===== config.mk =====
export PLATFORM = sky130hd
export DESIGN_NAME = regfile_sequencer
export DESIGN_NICKNAME = d
export VERILOG_FILES = /design/src/rtl/regfile_sequencer.sv
export SDC_FILE = /design/constraint.sdc
export NUM_CORES = 1
export LEC_CHECK = 0
export CAP_MARGIN = 15
export CORE_MARGIN = 1
export CORE_UTILIZATION = 44
export CTS_CLUSTER_SIZE = 25
export DETAILED_ROUTE_END_ITERATION = 6
export PLACE_DENSITY = 0.91
export SLEW_MARGIN = 30
export SYNTH_ARGS = -nofsm -noshare
export SYNTH_HDL_FRONTEND = slang
export SYNTH_SLANG_ARGS = --single-unit
export TNS_END_PERCENT = 5

===== constraint.sdc =====
create_clock -name clk -period 2.6 [get_ports clk]
set_input_delay 0.26 -clock clk [delete_from_list [all_inputs] [get_ports clk]]
set_output_delay 0.26 -clock clk [all_outputs]
set_load 0.01 [all_outputs]

===== src/rtl/regfile_sequencer.sv =====
// Initiator for the register-file port: read operands, hand them to the datapath, then write back with a setup/strobe/hold regWeD pulse.
// Optional macro REGSEQ_READBACK_EN adds a VERIFY cycle that reads rd back and flags a mismatch in wb_err.
module regfile_sequencer #(
  parameter int NUM_REGS = 16,
  parameter int DATA_W   = 16
) (
  input  logic              clk,
  input  logic              rst,
  input  logic              req_valid,
  output logic              req_ready,
  input  logic [4:0]        req_rs_a,
  input  logic [4:0]        req_rs_b,
  input  logic [4:0]        req_rd,
  input  logic              req_use_a,
  input  logic              req_use_b,
  input  logic              req_wb,
  output logic [DATA_W-1:0] op_a,
  output logic [DATA_W-1:0] op_b,
  output logic              op_valid,
  input  logic              op_ready,
  input  logic              wb_valid,
  input  logic [DATA_W-1:0] wb_data,
  output logic              wb_ready,
  output logic              wb_err,
  output logic [4:0]        regAddrA,
  output logic [4:0]        regAddrB,
  output logic [4:0]        regAddrD,
  output logic              regReA,
  output logic              regReB,
  output logic              regWeD,
  input  logic [DATA_W-1:0] busA,
  input  logic [DATA_W-1:0] busB,
  output logic [DATA_W-1:0] busD
);

  localparam logic [5:0] NUM_REGS_W = 6'(NUM_REGS);

  typedef enum logic [2:0] {
    S_IDLE      = 3'd0,
    S_READ      = 3'd1,
    S_EXEC      = 3'd2,
    S_WAIT_WB   = 3'd3,
    S_WB_SETUP  = 3'd4,
    S_WB_STROBE = 3'd5,
    S_WB_HOLD   = 3'd6
`ifdef REGSEQ_READBACK_EN
    , S_VERIFY  = 3'd7
`endif
  } state_t;

  state_t     r_state;
  logic [4:0] r_rd;
  logic       r_use_a;
  logic       r_use_b;
  logic       r_wb;

  logic       w_accept;
  logic       w_rd_zero;
  logic       w_rd_oob;

  assign w_accept  = req_valid & req_ready;
  assign w_rd_zero = (r_rd == 5'd0);
  assign w_rd_oob  = ({1'b0, r_rd} >= NUM_REGS_W);

  // Sequencer state machine; every port output is a register written here.
  always_ff @(posedge clk) begin
    if (rst) begin
      r_state   <= S_IDLE;
      r_rd      <= 5'd0;
      r_use_a   <= 1'b0;
      r_use_b   <= 1'b0;
      r_wb      <= 1'b0;
      req_ready <= 1'b1;
      op_a      <= {DATA_W{1'b0}};
      op_b      <= {DATA_W{1'b0}};
      op_valid  <= 1'b0;
      wb_ready  <= 1'b0;
      wb_err    <= 1'b0;
      regAddrA  <= 5'd0;
      regAddrB  <= 5'd0;
      regAddrD  <= 5'd0;
      regReA    <= 1'b0;
      regReB    <= 1'b0;
      regWeD    <= 1'b0;
      busD      <= {DATA_W{1'b0}};
    end else begin
      case (r_state)
        S_IDLE: begin
          if (w_accept) begin
            r_rd      <= req_rd;
            r_use_a   <= req_use_a;
            r_use_b   <= req_use_b;
            r_wb      <= req_wb;
            req_ready <= 1'b0;
            if (req_use_a | req_use_b) begin
              regAddrA <= req_rs_a;
              regAddrB <= req_rs_b;
              regReA   <= req_use_a;
              regReB   <= req_use_b;
              r_state  <= S_READ;
            end else begin
              op_a     <= {DATA_W{1'b0}};
              op_b     <= {DATA_W{1'b0}};
              op_valid <= 1'b1;
              r_state  <= S_EXEC;
            end
          end
        end
        S_READ: begin
          // Read enables drop on the same edge the operands are captured, releasing the buses.
          op_a     <= r_use_a ? busA : {DATA_W{1'b0}};
          op_b     <= r_use_b ? busB : {DATA_W{1'b0}};
          regReA   <= 1'b0;
          regReB   <= 1'b0;
          op_valid <= 1'b1;
          r_state  <= S_EXEC;
        end
        S_EXEC: begin
          if (op_ready) begin
            op_valid <= 1'b0;
            if (r_wb) begin
              wb_ready <= 1'b1;
              r_state  <= S_WAIT_WB;
            end else begin
              req_ready <= 1'b1;
              r_state   <= S_IDLE;
            end
          end
        end
        S_WAIT_WB: begin
          if (wb_valid) begin
            wb_ready <= 1'b0;
            if (w_rd_zero) begin
              req_ready <= 1'b1;
              r_state   <= S_IDLE;
            end else if (w_rd_oob) begin
              wb_err    <= 1'b1;
              req_ready <= 1'b1;
              r_state   <= S_IDLE;
            end else begin
              regAddrD <= r_rd;
              busD     <= wb_data;
              r_state  <= S_WB_SETUP;
            end
          end
        end
        S_WB_SETUP: begin
          regWeD  <= 1'b1;
          r_state <= S_WB_STROBE;
        end
        S_WB_STROBE: begin
          regWeD  <= 1'b0;
          r_state <= S_WB_HOLD;
        end
        S_WB_HOLD: begin
`ifdef REGSEQ_READBACK_EN
          regAddrA <= r_rd;
          regReA   <= 1'b1;
          r_state  <= S_VERIFY;
`else
          req_ready <= 1'b1;
          r_state   <= S_IDLE;
`endif
        end
`ifdef REGSEQ_READBACK_EN
        S_VERIFY: begin
          // busD still holds the data just written, so it is the reference for the readback.
          regReA <= 1'b0;
          if (busA != busD) begin
            wb_err <= 1'b1;
          end
          req_ready <= 1'b1;
          r_state   <= S_IDLE;
        end
`endif
        default: begin
          req_ready <= 1'b1;
          op_valid  <= 1'b0;
          wb_ready  <= 1'b0;
          regReA    <= 1'b0;
          regReB    <= 1'b0;
          regWeD    <= 1'b0;
          r_state   <= S_IDLE;
        end
      endcase
    end
  end

endmodule


==> results of run 1 <==
-- critical path, delay by kind of cell, from the launching register on --
| kind | cells | cell delay, ns |
|---|---|---|
| buffers and inverters | 1 | 0.35 |
| flip-flops | 1 | 0.60 |
| multiplexers | 1 | 0.26 |
| AND/OR/NAND/NOR | 3 | 0.53 |
-- routing by layer --
metal,share of wire,vias up,global-route usage
met2,0.50,94,0.3858
met3,0.067,14,0.07866
li1,-,1339,-
met4,0.015,0,0.08629
met5,0,-,0
met1,0.42,1322,0.2640
-- flip-flops by register name, summed over array words and instances, names as in the netlist, 3 cells and up --
signal,count
regAddrA,5
op_a,16
op_b,16
regAddrB,5
regAddrD,5
busD,16
r_state,3
r_rd,5
-- area by class of cell --
type                    instances  share of cell area
flip-flops and latches         81              0.3470
well taps                      77             0.02062
inverters                       3            0.002410
repair buffers                146              0.3084
clock inverters                 5             0.01714
multi-input cells             201              0.2750
clock buffers                  10             0.02945
-- how the worst max path moves through the flow --
| stage | slack (ns) | cells past startpoint | endpoint | from |
|---|---|---|---|---|
| after CTS | 0.72 | 5 | busD[4]$_SDFFE_PP0P_ | r_state[1]$_SDFFE_PP0P_ |
| after global routing | 0.55 | 4 | op_a[13]$_SDFFE_PP0P_ | r_state[2]$_SDFFE_PP0P_ |
| after detailed placement | 0.49 | 6 | busD[4]$_SDFFE_PP0P_ | wb_valid |
| after floorplan | 1.11 | 6 | busD[10]$_SDFFE_PP0P_ | r_state[0]$_SDFFE_PP0P_ |
| after global placement | 0.57 | 6 | op_a[2]$_SDFFE_PP0P_ | req_use_b |
| final | 0.72 | 5 | busD[4]$_SDFFE_PP0P_ | r_state[1]$_SDFFE_PP0P_ |
-- stage by stage --
step	hold slack, ns	area, um2
floorplan	0.4072	3015
global placement	0.4484	4456
detailed placement	0.4599	4456
CTS	0.3990	4673
global route	0.4275	4673
finish	0.4041	4673
-- logic make-up (layout without fill, tap and decap cells) --
logic type / after synthesis / in the layout / share of synthesized area
AND/OR/NAND/NOR: 104 / 104 / 0.1618
buffers and inverters: 26 / 164 / 0.03942
flip-flops: 81 / 81 / 0.5378
multiplexers: 40 / 40 / 0.1332
AO/OA/AOI/OAI: 57 / 57 / 0.1278
-- power by group --
group	switching [uW]	total [uW]	internal, uW
Combinational	359	735	376
Clock	447	1010	560
Sequential	74.8	1410	1330
-- cell usage after synthesis (all sizes together) --
| cell | number |
|---|---|
| a31oi | 1 |
| and3 | 3 |
| buf | 7 |
| o21a | 1 |
| mux2 | 1 |
| a32oi | 2 |
| a22oi | 32 |
| inv | 3 |
| mux2i | 39 |
| and4b | 1 |
| o32ai | 1 |
| a211oi | 2 |
| and2 | 1 |
| nand3 | 1 |
| a21oi | 11 |
| or2 | 1 |
| and4 | 1 |
| nor2 | 73 |
| nand2b | 5 |
| nor4bb | 1 |
| nor4 | 4 |
| nand2 | 8 |
| o21ai | 7 |
| nor3 | 1 |
| clkbuf | 16 |
| dfxtp | 81 |
| nor3b | 3 |
| nor4b | 1 |
==> flow_summary_export.csv, run 1 <==
group,metric,value,unit
run_status,status,"complete, but fails checks",
run_status,failed_checks,"design-rule violations",
floorplanning,core_area,6495,um2
sta,max_freq,0.5310,GHz
global_route,grt_antenna_before_repair,0,
min_path,worstHoldStart,"rst",
setup_path,slowest_stage,"dfxtp_1",
cts,root_buffer,"clkbuf_8",
min_path,worstHoldEndpoint,"busD[11]$_SDFFE_PP0P_",
sta,rsz0062_at_grt,"no",
setup_path,end_kind,"flip-flop",
setup_path,slowest_delay,0.60,ns
cts,hold_buffers,0,
synth,synth_area_leaders,"dfxtp_1, mux2i_1, nor2_1, a22oi_1, clkbuf_1",
final_layout,final_cell_mix,"clkdlybuf4s50_1, dfxtp_1, nor2_1, mux2i_1, a22oi_1",
global_route,grt_usage,0.2271,
setup_path,reg2reg_slack,0.72,ns
synth,synth.avg_cell_area,9.790,um2
detailed_routing,ant_nets,0,
synth,syn_nets,379,
floorplanning,num_rows,29,
sta,hold_viol,0,
final_layout,layout_commonest_cell,"clkdlybuf4s50_1",
global_route,grt_start_max_net_pins,35,
synth,synth_largest_area_cell,"dfxtp_1",
place,place.gp.congestion,0.8366,
cts,insertion_delay,0.35,ns
sta,slew_headroom,0.5216,
run,drv_cap,0,
pwr,powerDensity,673.7,nW/um2
cts,numCtsBuffers,9,
place,dp.cells,508,
global_route,grt_pass1_wl,12.88,mm
floorplanning,io-pin-count,141,
floorplanning,start_util,0.4643,
setup_path,arrival,2.10,ns
sta,slew_viol_final,0,
detailed_routing,vias,2769,
detailed_routing,wire_per_inst,15.20,um
global_route,grt_pass1_vias,2697,
sta,fin_skew,0.007065,ns
detailed_routing,drt_wl_total,7.949,mm
floorplanning,dieHeight,84.79,um
setup_path,worstPathCellList,"and4b_1 -> nor3b_4 -> buf_4 -> mux2i_1 -> nor2_1",
synth,seq_area_frac_synth,0.5378,
synth,synth_top_area_frac,0.5378,
final_layout,nets,513,
global_route,overflow,0,
setup_path,crit_fanout,22,
sta,tightest_slew,0.7122,ns
final_layout,n_fill_cell,483,
cts,cts_tree,"yes",
final_layout,regArea,1622,um2
setup_path,r2r-start,"r_state[1]$_SDFFE_PP0P_",
pwr,power,3148,uW
cts,ctsResizeCount,0,
pwr,p_leak,0.001668,uW
place,io_buffer_count,140,
cts,post-cts-setup-buffer-count,0,
final_layout,utilization,0.7195,
floorplanning,die_x,84.79,um
pwr,vdd_drop_max,0.0003537,V
synth,ys.warnings.count,0,
synth,ys_seq_elements,81,
cts,path_clk_slew,0.08,ns
cts,htree_levels,3,
place,dpl.hpwl,5.765,mm
floorplanning,die_area,7189,um2
sta,fin_crit_sh,0.7243,
sta,final-setup-viol-count,0,
min_path,hold_class,"in2reg",
synth,syn-cell-area,3015,um2
setup_path,cp.required,2.82,ns
final_layout,multi_input_area,1285,um2
min_path,worstHoldPathCells,2,
final_layout,areaGrowthSynthToFinish,54.98,%
final_layout,antenna_cells,0,
detailed_routing,via_per_inst,5.294,
setup_path,r2r_cells,5,
final_layout,drive_above_1_share,0.06278,
cts,cts.sinks,81,
sta,fin_crit,1.883,ns
detailed_routing,drt_pass1_iterations,7,
place,pre_cts_slack,0.4945,ns
synth,ys_types,32,
cts,clockBufferDepth,2,
final_layout,layout.cells.non_filler,523,
detailed_routing,drt_iter0_drc,201,
setup_path,reg2reg_to,"busD[4]$_SDFFE_PP0P_",
synth,syn_inst,308,
sta,tns,0,ns
sta,setup_ws,0.7169,ns
detailed_routing,drcViolationCount,9,
setup_path,path_class,"reg2reg",
setup_path,crit_path_start_kind,"flip-flop",
Power figures use the tool's default switching activity.
==> run 2: changes to the inputs <==
CORE_UTILIZATION = 41   (was 44)
PLACE_DENSITY = 0.86   (was 0.91)
clock period = 1.95 ns   (was 2.6 ns; I/O delays follow)
==> flow_summary_export.csv, run 2 (synthesis results as in run 1) <==
group,metric,value,unit
final_layout,n_fill_cell,523,
run,drv_cap,0,
detailed_routing,ant_nets,0,
setup_path,cpMostUsedCell,"nor2_1",
sta,tns,0,ns
pwr,power,4157,uW
final_layout,final_cell_mix,"clkdlybuf4s50_1, dfxtp_1, nor2_1, mux2i_1, a22oi_1",
cts,clockBufferDepth,2,
detailed_routing,drcViolationCount,0,
setup_path,cp.required,2.16,ns
min_path,hold_class,"in2reg",
sta,fin_crit,1.728,ns
global_route,grt_antenna_before_repair,0,
run_status,status,"finished clean",
final_layout,finalInstanceArea,4765,um2
global_route,grt_start_max_net_pins,42,
sta,final-setup-viol-count,0,
global_route,grt_pass1_wl,12.74,mm
final_layout,top_regs,"busD: 16 flops, op_a: 16 flops, op_b: 16 flops",
floorplanning,io-pin-count,141,
setup_path,path_class,"reg2reg",
setup_path,crit_fanout,10,
detailed_routing,drt_iter0_drc,97,
sta,hold_ws,0.3316,ns
sta,rsz0062_at_grt,"no",
detailed_routing,drt_pass1_iterations,4,
cts,hold_buffers,0,
sta,fin_crit_sh,0.8862,
cts,ctsResizeCount,0,
pwr,powerDensity,872.6,nW/um2
floorplanning,die_x,87.76,um
floorplanning,start_util,0.4342,
final_layout,antenna_cells,0,
setup_path,end_kind,"flip-flop",
setup_path,reg2reg_slack,0.22,ns
detailed_routing,wire_per_inst,14.50,um
pwr,vdd_drop_max,0.0005065,V
floorplanning,dieHeight,87.76,um
sta,slew_viol_final,0,
detailed_routing,drt_wl_total,7.959,mm
sta,hold_viol,0,
final_layout,layout_commonest_cell,"clkdlybuf4s50_1",
cts,insertion_delay,0.34,ns
final_layout,drive_above_1_share,0.07726,
detailed_routing,vias,2782,
floorplanning,die_area,7702,um2
place,place.gp.congestion,0.8442,
setup_path,worstPathCellList,"nor2_1 -> nor4b_2 -> buf_4 -> mux2i_1 -> nor2_1",
global_route,grt_usage,0.2136,
place,dpl.hpwl,5.776,mm
cts,cts_tree,"yes",
place,placed_area,4562,um2
place,io_buffer_count,140,
setup_path,slowest_delay,0.40,ns
sta,tightest_slew,0.6213,ns
cts,cts.sinks,81,
sta,fin_skew,0.009122,ns
sta,slew_headroom,0.5858,
setup_path,arrival,1.93,ns
floorplanning,num_rows,30,
cts,root_buffer,"clkbuf_8",
setup_path,crit_path_start_kind,"flip-flop",
cts,path_clk_slew,0.08,ns
setup_path,slowest_stage,"dfxtp_1",
final_layout,nets,519,
cts,numCtsBuffers,9,
floorplanning,core_area,6944,um2
global_route,overflow,0,
detailed_routing,via_per_inst,5.067,
sta,max_freq,0.5787,GHz
cts,htree_levels,3,
final_layout,areaGrowthSynthToFinish,58.01,%
pwr,p_leak,0.001709,uW
final_layout,utilization,0.6861,
cts,post-cts-setup-buffer-count,0,
global_route,grt_pass1_vias,2771,
[run 2: cell count changes in the layout (fill, tap and decap cells not counted), sizes merged]
cell	change
buf	+6
bufinv	-1
clkinv	+2
clkinvlp	-1
inv	+1
[run 2: critical path: cells and delay by family, from the launching register on]
kind | cells | cell delay (ns)
simple gates | 3 | 0.72
flops | 1 | 0.40
buf+inv | 1 | 0.27
mux | 1 | 0.21
[run 2: power breakdown]
| part | total, uW | internal, uW | switching [uW] |
|---|---|---|---|
| Clock | 1230 | 629 | 600 |
| Combinational | 1050 | 562 | 491 |
| Sequential | 1870 | 1780 | 99.0 |
| Total | 4160 | 2970 | 1190 |
[run 2: layout make-up]
| class | count | area [um2] | share of cell area |
|---|---|---|---|
| sequential | 81 | 1622 | 0.3403 |
| timing repair buffer | 152 | 1524 | 0.3199 |
| multi-input combinational | 201 | 1285 | 0.2697 |
| clock buffer | 10 | 137.6 | 0.02889 |
| tap | 96 | 120.1 | 0.02521 |
| clock inverter | 6 | 65.06 | 0.01366 |
| inverter | 3 | 11.26 | 0.002363 |
[run 2: path summary, 6_finish.rpt]
kind / cells past startpoint / to / startpoint
hold / removal: 2 / regAddrB[0]$_SDFFE_PP0P_ / rst
setup / recovery: 5 / regAddrA[1]$_SDFFE_PP0P_ / r_state[1]$_SDFFE_PP0P_
setup reg to reg: 5 / regAddrA[1]$_SDFFE_PP0P_ / r_state[1]$_SDFFE_PP0P_
hold reg to reg: 2 / wb_err$_SDFFE_PP0P_ / wb_err$_SDFFE_PP0P_
[run 2: stage by stage]
stage | setup slack (ns) | instances
2_1_floorplan | 0.4620 | 308
3_3_place_gp | 0.1067 | 533
3_5_place_dp | 0.04104 | 533
4_1_cts | 0.2056 | 549
5_1_grt | 0.01022 | 549
6_report | 0.2219 | 549
[run 2: routing by layer]
layer / vias up / global-route usage / routed length, um
li1: 1353 / - / -
met1: 1296 / 0.2591 / 3432
met2: 118 / 0.3552 / 3845
met3: 15 / 0.06126 / 542
met4: 0 / 0.08793 / 138
met5: - / 0 / 0
